$ cat config.mk
export PLATFORM = sky130hd
export DESIGN_NAME = data_bus_timer
export DESIGN_NICKNAME = d
export VERILOG_FILES = /design/src/rtl/data_bus_timer_pkg.sv /design/src/rtl/data_bus_timer_prescaler.sv /design/src/rtl/data_bus_timer.sv
export SDC_FILE = /design/constraint.sdc
export NUM_CORES = 1
export LEC_CHECK = 0
export BUFFER_PORTS_ARGS = -buffer_cell sky130_fd_sc_hd__buf_2
export CORE_MARGIN = 2
export CORE_UTILIZATION = 45
export DETAILED_ROUTE_END_ITERATION = 16
export PLACE_DENSITY = 0.67
export SLEW_MARGIN = 20
export SYNTH_ARGS = -nofsm -noshare
export SYNTH_HDL_FRONTEND = slang
export SYNTH_SLANG_ARGS = --single-unit
$ cat constraint.sdc
create_clock -name I_clk -period 2.43 [get_ports I_clk]
set_input_delay 0.486 -clock I_clk [delete_from_list [all_inputs] [get_ports I_clk]]
set_output_delay 0.486 -clock I_clk [all_outputs]
set_load 0.05 [all_outputs]
$ cat src/rtl/data_bus_timer_pkg.sv
// -----------------------------------------------------------------------------
// data_bus_timer_pkg
// Shared definitions for the memory-mapped data-bus timer:
//   - word offsets of the four registers (selected by address bits [3:2])
//   - bit positions inside the CTRL register
//   - reset value of the COMPARE register
// -----------------------------------------------------------------------------
package data_bus_timer_pkg;

  // Register select values (byte offset >> 2)
  localparam logic [1:0] TMR_CTRL    = 2'd0;  // 0x0
  localparam logic [1:0] TMR_COUNT   = 2'd1;  // 0x4
  localparam logic [1:0] TMR_COMPARE = 2'd2;  // 0x8
  localparam logic [1:0] TMR_STATUS  = 2'd3;  // 0xC

  // CTRL bit positions
  localparam int CTRL_EN           = 0;
  localparam int CTRL_IE           = 1;
  localparam int CTRL_AR           = 2;
  localparam int CTRL_PRESCALE_LSB = 8;

  // STATUS bit positions
  localparam int STATUS_MATCH = 0;

  // COMPARE resets to all-ones so a freshly reset timer does not match early
  localparam logic [31:0] COMPARE_RST = 32'hFFFF_FFFF;

endpackage

$ cat src/rtl/data_bus_timer_prescaler.sv
// -----------------------------------------------------------------------------
// data_bus_timer_prescaler
// Divides the system clock into counter ticks. While enabled, pcnt counts up
// every cycle; when it equals prescale a one-cycle tick is produced and pcnt
// returns to zero, so prescale = N yields one tick every N+1 cycles.
//
// Ports:
//   clk       in   system clock
//   rst_n     in   asynchronous active-low reset
//   en        in   count enable (pcnt holds and no ticks while low)
//   prescale  in   terminal count
//   clr       in   synchronous clear of pcnt (any CTRL write)
//   tick      out  one-cycle counter advance strobe
// -----------------------------------------------------------------------------
module data_bus_timer_prescaler #(
  parameter int PRESCALE_W = 8
) (
  input  logic                  clk,
  input  logic                  rst_n,
  input  logic                  en,
  input  logic [PRESCALE_W-1:0] prescale,
  input  logic                  clr,
  output logic                  tick
);

  logic [PRESCALE_W-1:0] pcnt_reg;
  logic [PRESCALE_W-1:0] pcnt_next;

  // Tick is judged on the current (registered) enable and pcnt; a CTRL write
  // in the same cycle only affects the following cycles.
  assign tick = en && (pcnt_reg == prescale);

  always_comb begin
    pcnt_next = pcnt_reg;
    if (clr || tick) begin
      pcnt_next = '0;
    end else if (en) begin
      pcnt_next = pcnt_reg + PRESCALE_W'(1);
    end
  end

  always_ff @(posedge clk or negedge rst_n) begin
    if (!rst_n) begin
      pcnt_reg <= '0;
    end else begin
      pcnt_reg <= pcnt_next;
    end
  end

endmodule

$ cat src/rtl/data_bus_timer.sv
// -----------------------------------------------------------------------------
// data_bus_timer
// Memory-mapped machine timer on the CPU data bus: prescaled 32-bit up-counter,
// compare register, optional auto-reload and a sticky match flag that drives
// the core's external interrupt when enabled.
//
// Register window (16 bytes at BASE, word access, addr[1:0] ignored):
//   0x0 CTRL    [0] EN  [1] IE  [2] AR  [8 +: PRESCALE_W] PRESCALE
//   0x4 COUNT   read/write
//   0x8 COMPARE read/write
//   0xC STATUS  [0] MATCH, write 1 to clear
//
// Ports:
//   I_clk        in   system clock
//   I_rst        in   asynchronous active-low reset
//   I_memRW      in   1 = write, 0 = read
//   I_addr[31:0] in   byte address
//   I_data[31:0] in   write data
//   O_data[31:0] out  combinational read data (0 when outside the window)
//   O_hit        out  address decodes into the window
//   O_interrupt  out  MATCH & IE
// -----------------------------------------------------------------------------
module data_bus_timer
  import data_bus_timer_pkg::*;
#(
  parameter logic [31:0] BASE       = 32'h0000_1000,
  parameter int          PRESCALE_W = 8
) (
  input  logic        I_clk,
  input  logic        I_rst,
  input  logic        I_memRW,
  input  logic [31:0] I_addr,
  input  logic [31:0] I_data,
  output logic [31:0] O_data,
  output logic        O_hit,
  output logic        O_interrupt
);

  // Register state
  logic                  en_reg,       en_next;
  logic                  ie_reg,       ie_next;
  logic                  ar_reg,       ar_next;
  logic [PRESCALE_W-1:0] prescale_reg, prescale_next;
  logic [31:0]           count_reg,    count_next;
  logic [31:0]           compare_reg,  compare_next;
  logic                  match_reg,    match_next;

  // Decode
  logic [1:0] reg_sel;
  logic       wr_en;
  logic       ctrl_wr;
  logic       count_wr;
  logic       compare_wr;
  logic       status_wr;
  logic       tick;
  logic       match_set;

  // Byte-lane bits are not decoded; all accesses are full-word.
  logic unused_addr_bits;
  assign unused_addr_bits = ^I_addr[1:0];

  assign O_hit      = (I_addr[31:4] == BASE[31:4]);
  assign reg_sel    = I_addr[3:2];
  assign wr_en      = I_memRW && O_hit;
  assign ctrl_wr    = wr_en && (reg_sel == TMR_CTRL);
  assign count_wr   = wr_en && (reg_sel == TMR_COUNT);
  assign compare_wr = wr_en && (reg_sel == TMR_COMPARE);
  assign status_wr  = wr_en && (reg_sel == TMR_STATUS);

  data_bus_timer_prescaler #(
    .PRESCALE_W (PRESCALE_W)
  ) u_prescaler (
    .clk      (I_clk),
    .rst_n    (I_rst),
    .en       (en_reg),
    .prescale (prescale_reg),
    .clr      (ctrl_wr),
    .tick     (tick)
  );

  // A software COUNT write overrides the tick, and suppresses match evaluation
  // for that cycle. The comparison always uses the pre-edge COMPARE value.
  assign match_set = tick && !count_wr && (count_reg == compare_reg);

  always_comb begin
    en_next       = en_reg;
    ie_next       = ie_reg;
    ar_next       = ar_reg;
    prescale_next = prescale_reg;
    count_next    = count_reg;
    compare_next  = compare_reg;
    match_next    = match_reg;

    if (ctrl_wr) begin
      en_next       = I_data[CTRL_EN];
      ie_next       = I_data[CTRL_IE];
      ar_next       = I_data[CTRL_AR];
      prescale_next = I_data[CTRL_PRESCALE_LSB +: PRESCALE_W];
    end

    if (compare_wr) begin
      compare_next = I_data;
    end

    if (count_wr) begin
      count_next = I_data;
    end else if (tick) begin
      if ((count_reg == compare_reg) && ar_reg) begin
        count_next = '0;
      end else begin
        count_next = count_reg + 32'd1;
      end
    end

    // New match takes priority over a simultaneous write-1-to-clear.
    if (match_set) begin
      match_next = 1'b1;
    end else if (status_wr && I_data[STATUS_MATCH]) begin
      match_next = 1'b0;
    end
  end

  always_ff @(posedge I_clk or negedge I_rst) begin
    if (!I_rst) begin
      en_reg       <= 1'b0;
      ie_reg       <= 1'b0;
      ar_reg       <= 1'b0;
      prescale_reg <= '0;
      count_reg    <= '0;
      compare_reg  <= COMPARE_RST;
      match_reg    <= 1'b0;
    end else begin
      en_reg       <= en_next;
      ie_reg       <= ie_next;
      ar_reg       <= ar_next;
      prescale_reg <= prescale_next;
      count_reg    <= count_next;
      compare_reg  <= compare_next;
      match_reg    <= match_next;
    end
  end

  // Combinational read path so a single-cycle core can load in the same cycle.
  always_comb begin
    O_data = '0;
    if (O_hit) begin
      case (reg_sel)
        TMR_CTRL: begin
          O_data[CTRL_EN]                          = en_reg;
          O_data[CTRL_IE]                          = ie_reg;
          O_data[CTRL_AR]                          = ar_reg;
          O_data[CTRL_PRESCALE_LSB +: PRESCALE_W]  = prescale_reg;
        end
        TMR_COUNT:   O_data = count_reg;
        TMR_COMPARE: O_data = compare_reg;
        default:     O_data[STATUS_MATCH] = match_reg;
      endcase
    end
  end

  assign O_interrupt = match_reg && ie_reg;

endmodule

Word-level counts from Yosys, hierarchy flattened --
Cells that the tools add are included.
Operators by class: div/mod/pow operators 0, reductions and logical operators 17, bitwise gates (word level) 0, $lt $le $gt $ge 0, multiplexer cells 13, shift operators 0, equal/unequal tests 6, add/subtract/negate cells 2, multiply operators 0
Operator list (count):
- $mux 32 | 4
- $add 32x1->32 const B | 1
- $eq 32x32->1 | 1
- $pmux 16 s2 | 1
- $eq 28x9->1 const B | 1
- $pmux 8 s3 | 1
- $mux 8 | 2
- $logic_and 1x1->1 | 11
- $pmux 5 s2 | 1
- $add 8x1->8 const B | 1
- $eq 8x8->1 | 1
- $pmux 2 s3 | 1
- $reduce_bool 2->1 | 3
- $eq 2x2->1 const B | 2
- $pmux 1 s3 | 1
- $eq 2x1->1 const B | 1
- $logic_not 2->1 | 1
- $mux 1 | 2
- $logic_not 1->1 | 1
- $logic_or 1x1->1 | 1
Storage, ports and cells: word-level logic and storage cells 46, memories kept 0, bits in registers 84, RAM bits 0, latch bits 0, bits in read-only memories 0

Depth between registers and ports, before layout --
Gate-level depths: netlist (run 1).
word-level depth 7, gate-level depth with buffers 8

Cells and area by module --
From an unflattened synthesis (run 1), not the netlist that was laid out.
Unflattened totals: cells, all modules 584, area, all modules 5560.3 sq um
Modules (own cells, without submodules):
- data_bus_timer | area each 5064.9 sq um, instances 1, cells each 536, seq. area each 1941.9 sq um
- data_bus_timer_prescaler | area each 495.5 sq um, instances 1, cells each 48, seq. area each 200.2 sq um

Worst setup path before layout (run 1) --
No wires, ideal clock.
path type input to output, start point in I_addr[10], end point out O_data[16], arrival 2.885 ns, setup slack -0.941 ns, path buffers 1, stages on the path 6, cells stage by stage nor4b_1 > nand4_1 > nor2_1 > nand2_1 > clkbuf_1 > nor2_1
On the way: word-level cells in the longest chain between the ends 2
RTL lines:
- start, declared | RTL line data_bus_timer.sv:32 | input logic [31:0] I_addr,
- $eq 28x9->1 | RTL line data_bus_timer.sv:62 | assign O_hit = (I_addr[31:4] == BASE[31:4]);
- via O_hit | RTL line data_bus_timer.sv:35 | output logic O_hit,
- $mux 32 | RTL line data_bus_timer.sv:146 | if (O_hit) begin
- end, declared | RTL line data_bus_timer.sv:34 | output logic [31:0] O_data,
The timed path passes the listed nets, and every way through them passes these cells.

Worst setup path after layout (run 1) --
start point in I_addr[7], end point out O_data[31]
On the way: word-level cells in the longest chain between the ends 2
RTL lines (RTL line):
- $eq 28x9->1 | data_bus_timer.sv:62
- $mux 32 | data_bus_timer.sv:146
Every way passes these cells.

==> metrics, run 1 <==
CTS Root Buffer Type=clkbuf_16; clock power share=between 50% and 60%; core area=11900 µm²; CTS tree=done; ys flop type=dfrtp_1; Post-Syn Area=~5500 µm²; layout cells sized above 1=between 40 and 50%; post-synthesis cell count=600; Reg clk slew, reported paths=~70 ps; Multi-input gate area=about 3400 µm²; Avg Vias per Cell=just over 6; Async SR Flop Fraction=100%; worst vdd ir=around 350 µV; Die X=114 µm; WL/cell=18.4 µm; storage element area=around 2100 µm²; Critical Path Source Type=primary input; Worst-Margin Slew=a little under 500 ps; crit end category=output pin; Synth cell types=54; Leak=2.99 nW; setup ws final=-20.1 ps; Comb pwr share=roughly 6.3%; IO buf count=98; number of max-cap violations=0; DR DRC count=0; violated checks=negative setup slack; crit path DAT=1960 ps; Synth area leaders=dfrtp_1, dfstp_2, mux2_2, xnor2_1, nor2_1; P&R area growth vs syn=35.1%; cts bufs inserted=9; FP Rows=40; Pint=about 2.6 mW; Clock Skew=roughly 9.1 ps; Final Hold Fails=0; vias=5200; switching share of power=21.5%; #FFs+latches synth=84; fill count=roughly 980; nets=slightly below 800; Post-DRT Antenna Nets=0; first-pass GRT wire length=25800 µm; Design Area, Final=7380 µm²; CP required=about 1900 ps; DP HPWL=roughly 11000 µm; # setup viols final=2; die area=about 13000 µm²; Post-synth EDFFs=0; Fin Hold WS=around 77 ps; Post-Syn Area per Cell=about 9.1 µm²; antenna violations before repair=0; status=complete, but fails checks; Placement Cell Area=6690 µm²; htree depth=3; Max Slew Vio Count=0; vias in the first global route=between 5000 and 6000; drt initial violations=roughly 430; global route total overflow=0; Die H=around 110 µm; initial core utilization=45.9%; RSZ-0062 raised after global routing=true; CP Max Fanout=11; syn nets=slightly below 700; # IOs=101; post-route minimum period=~2500 ps; largest net degree at the start of global routing=53; TritonCTS sink count=84; Tcrit/Tclk final=101%; worst rel slew slack=66.9%; Hold Path Class=primary input to async pin; crit path cell chain=buf_2 > nor4_4 > nand4_1 > buf_4 > nor2_4 > nand2_4 > buf_16 > nor2_2 > buf_6; final WL=15900 µm; switching power=711 µW; antenna cells=0; share of the synthesized area in the top cell type=23.8%; GRT Total Usage=25.0%; Worst path max stage delay=270 ps; critical path type=primary input to output pin; GPL Wtd Cong=around 0.91; cell taking the most area after synthesis=dfrtp_1; Skew-Pair Late Insertion Delay=350 ps; Top Family by Delay on Critical Path=simple AND/OR/NAND/NOR gates; Tot Pwr=approximately 3.3 mW; Pre-antenna DRT Iters=6; hold buffers post-CTS=0; CP Buf/Inv Count=4; power share of the sequential group=approximately 42%; Power Density=449 nW/µm²; slowest cell on the critical path=nor4_4; synth warn=0; fmax=408 MHz; Seq/Total Area, Yosys=around two fifths; maximum clock insertion buffer count=2
==> layout make-up <==
| type | instances | area share, % |
|---|---|---|
| Tap cell | 147 | 2.49 |
| Inverter | 4 | 0.203 |
| Timing Repair Buffer | 151 | 17.2 |
| Sequential cell | 84 | 29.0 |
| Multi-Input combinational cell | 459 | 46.1 |
| Clock inverter | 6 | 1.85 |
| Clock buffer | 10 | 3.10 |
==> routing by layer <==
metal / global-route usage (%) / wire, µm / share of wire [%]
met1: 33.6 / 6930 / 44
met5: 0 / 0 / 0
met2: 41.1 / 7670 / 48
met3: 5.13 / 948 / 6.0
met4: 6.83 / 314 / 2.0
==> synth_stat cells, drive strengths merged (2+ instances only) <==
cell,n
a21bo,2
a21oi,43
a222oi,11
a22oi,23
a31oi,15
and2,11
and3,10
and4,4
buf,22
clkbuf,31
dfrtp,52
dfstp,32
ha,7
inv,4
mux2,43
mux2i,2
nand2,30
nand3,24
nand4,27
nor2,83
nor2b,3
nor3,20
nor4,13
o211ai,6
o21a,3
o21ai,16
or3,5
xnor2,43
xor2,4
==> per-stage QoR <==
stage	setup TNS, ps	setup WS (ps)	util (%)	cells
after floorplan	0	5.47	-	600
after global placement	-1640	-113	56.1	842
after detailed placement	-2280	-120	56.1	842
after CTS	-20.4	-6.07	60.4	858
after global routing	-1620	-110	62.0	861
final	-20.2	-20.1	62.0	861
==> power by group through the flow <==
stage               clock [mW]  combinational [mW]  sequential, mW
global placement             0               0.202            1.42
detailed placement           0               0.204            1.42
global route              1.77               0.228            1.40
finish                    1.70               0.209            1.40
floorplan                    0              0.0628            1.43
CTS                       1.72               0.205            1.40
==> layout by cell type (no fill, tap or decap), types with 5 or more instances in the layout <==
cell	count
dfrtp_1	52
and2_1	11
ha_1	5
o21ai_0	15
nor2_4	31
a31oi_1	14
buf_2	60
dfstp_2	32
buf_4	44
nand3_1	23
o211ai_1	6
clkbuf_16	10
buf_12	6
buf_8	8
mux2_2	43
nand4_1	24
and3_1	9
a222oi_1	11
nand2_1	29
a22oi_1	23
buf_6	30
nor4_4	6
xnor2_1	43
nor3_1	19
nor2_1	50
a21oi_1	42
==> cell families (layout without fill, tap and decap cells) <==
group,Yosys count,in the layout,synth area share [%]
mux,45,45,9.23
compound gates,122,122,14.7
flops,84,84,39.2
buf+inv,57,171,4.67
xor+xnor,47,47,7.54
fa+ha+maj,7,7,1.60
simple gates,238,238,23.0
==> repair_timing <==
item,CTS,global route
buffers inserted,0,1
setup endpoints to repair,31,36
gates resized for setup,47,36
gates cloned,0,2
pin swaps,0,4
==> final timing paths <==
path	startpoint	to	slack (ps)	cells after the start
worst max-delay path	I_addr[7]	O_data[31]	-20	9
worst min-delay path	I_rst	count_reg[7]	80	1
worst max register to register	count_reg[18]	count_reg[16]	140	6
worst min register to register	match_reg	match_reg	520	1
max in group asynchronous	I_rst	compare_reg[26]	1670	2
min in group I_clk	I_data[7]	compare_reg[7]	380	2
==> worst reg2reg max path: stages (launching register included) <==
cell and delay (ps):
dfrtp_1 450, xnor2_1 310, nand4_1 220, nor4_4 480, nand4_1 370, o211ai_1 220, a31oi_1 100
No activity file was read; power rests on OpenSTA's default activity.
==> run 2: changes to the inputs <==
Settings changed: SETUP_SLACK_MARGIN set to 0.1.
==> run 2 against run 1 <==
  * The run now ends clean
  * Register-to-register slack better by 60 ps
  * Sequential cell count did not move
  * Worst hold slack gained 310 ps
  * Sequential share of layout area is 0.67 points lower
  * Sequential power about the same
  * Wire length is 0.40% lower
  * Final cell count grew 0.58%
  * First-iteration DRC count fell by 3.7%
  * Critical path depth unchanged
  * Critical endpoint unchanged
==> metrics, run 2 (synthesized netlist as in run 1, its figures left out) <==
switching power=704 µW (was 711 µW); most common cell after layout, fill and taps aside=buf_2 (unchanged); vias=5142 (was 5200); setup ws final=41.8 ps (was -20.1 ps); Worst path max stage delay=280 ps (was 270 ps); Max Slew Vio Count=0 (unchanged); final WL=15800 µm (was 15900 µm); Worst-Margin Slew=532 ps (was 492 ps); DP HPWL=11200 µm (was 11300 µm); fmax=419 MHz (was 408 MHz); Clock Skew=5.97 ps (was 9.13 ps); first-pass GRT wire length=25400 µm (was 25800 µm); number of max-cap violations=0 (unchanged); CP Buf/Inv Count=4 (unchanged); Comb pwr share=7.2% (was 6.3%); switching share of power=21.9% (was 21.5%); FP Rows=40 (unchanged); Tot Pwr=3.21 mW (was 3.31 mW); Die X=114 µm (unchanged); status=complete, no violations (was complete, but fails checks); vias in the first global route=4907 (was 5054); clock power share=49.2% (was 51.4%); Die H=114 µm (unchanged); Avg Vias per Cell=5.94 (was 6.04); Post-DRT Antenna Nets=0 (unchanged); DR DRC count=0 (unchanged); fin util=63.4% (was 62.0%); Pint=2.51 mW (was 2.60 mW); Power Density=425 nW/µm² (was 449 nW/µm²); CTS Root Buffer Type=clkbuf_16 (unchanged); Top Family by Delay on Critical Path=simple AND/OR/NAND/NOR gates (unchanged); Critical Path Source Type=primary input (unchanged); crit path DAT=1900 ps (was 1960 ps); pre-CTS setup slack=-95.1 ps (was -120 ps); # IOs=101 (unchanged); largest net degree at the start of global routing=40 (was 53); TritonCTS sink count=84 (unchanged); maximum clock insertion buffer count=2 (unchanged); crit end category=output pin (unchanged); nets=788 (was 783); die area=13000 µm² (unchanged); slowest cell on the critical path=nor4_4 (unchanged); # setup viols final=0 (was 2); Leak=3.06 nW (was 2.99 nW); Pre-antenna DRT Iters=6 (unchanged); worst vdd ir=310 µV (was 353 µV); RSZ-0062 raised after global routing=true (unchanged); antenna cells=0 (unchanged); Skew-Pair Late Insertion Delay=350 ps (about the same); most frequent cells in the layout=buf_2, dfrtp_1, nor2_1 (unchanged); htree depth=3 (unchanged); Tcrit/Tclk final=98.3% (was 101%); IO buf count=98 (unchanged); initial core utilization=45.9% (unchanged); antenna violations before repair=0 (unchanged); critical path type=primary input to output pin (unchanged); CTS tree=done (unchanged); worst rel slew slack=64.2% (was 66.9%); Final Non-Filler Cells=866 (was 861); GRT Total Usage=25.0% (about the same); Placed Instances=843 (was 842); CP required=1940 ps (about the same); Final Hold Fails=0 (unchanged); CP Max Fanout=11 (unchanged); cts bufs inserted=9 (unchanged); global route total overflow=0 (unchanged); core area=11900 µm² (unchanged); WL/cell=18.2 µm (was 18.4 µm); Hold Path Class=primary input to register (was primary input to async pin); Reg clk slew, reported paths=60 ps (was 70 ps); layout cells sized above 1=42.7% (was 42.2%); P&R area growth vs syn=38.3% (was 35.1%); post-route minimum period=2390 ps (was 2450 ps); GPL Wtd Cong=0.864 (was 0.911); drt initial violations=415 (was 431); crit path cell chain=buf_6 > nor4_4 > nand4_1 > buf_4 > nor2_4 > nand2_4 > buf_16 > nor2_4 > buf_6 (was buf_2 > nor4_4 > nand4_1 > buf_4 > nor2_4 > nand2_4 > buf_16 > nor2_2 > buf_6); power share of the sequential group=43.7% (was 42.3%)
## run 2: final timing paths
kind | startpoint | endpoint | slack (ps) | cells past startpoint
setup reg to reg | count_reg[5] | count_reg[26] | 200 | 7
setup / recovery | I_addr[5] | O_data[31] | 40 | 9
min in group asynchronous | I_rst | count_reg[17] | 540 | 2
hold / removal | I_data[6] | compare_reg[6] | 390 | 2
max in group asynchronous | I_rst | compare_reg[8] | 1280 | 3
hold reg to reg | match_reg | match_reg | 530 | 1
## run 2: cell type report
type | instances | area (µm²)
fillers | 992 | 4360
repair buffers | 156 | 1420
clock inverters | 5 | 100
clock buffers | 11 | 233
multi-input cells | 459 | 3460
flip-flops and latches | 84 | 2140
inverters | 4 | 15.0
well taps | 147 | 184
## run 2: worst register-to-register path, stage by stage, from the launching register on
cell	delay (ps)
dfrtp_1	530
nand4_2	210
nor4_1	430
buf_4	190
nand3_1	90
or4_1	410
a21bo_1	210
a21oi_2	100
## run 2: repair_timing
| item | in CTS | in global routing |
|---|---|---|
| hold buffers | 1 | 0 |
| pin swaps | 5 | 10 |
| setup endpoints to repair | 31 | 47 |
| gates resized for setup | 73 | 34 |
| gates cloned | 0 | 2 |
| hold endpoints to repair | 7 | 0 |
| setup buffers | 0 | 4 |
## run 2: power by group through the flow
stage / registers, mW / clock network [mW] / logic, mW
after floorplan: 1.43 / 0 / 0.0628
after global placement: 1.42 / 0 / 0.209
after detailed placement: 1.42 / 0 / 0.214
after CTS: 1.40 / 1.60 / 0.225
after global routing: 1.40 / 1.66 / 0.248
final: 1.40 / 1.58 / 0.230
## run 2: stage by stage
stage          cell area (µm²)  setup TNS, ps  hold slack [ps]
3_3_place_gp              6740           -506              364
5_1_grt                   7550           -691              384
6_report                  7550              0              389
4_1_cts                   7340              0              378
2_1_floorplan             5850           -186              190
3_5_place_dp              6740          -1700              370
## run 2: per-layer routing
metal	track usage (%)	vias to the layer above	share of wire, %
li1	-	2415	-
met1	33.4	2503	43
met2	40.6	204	49
met3	4.34	20	6.4
met4	9.92	0	1.6
met5	0	-	0
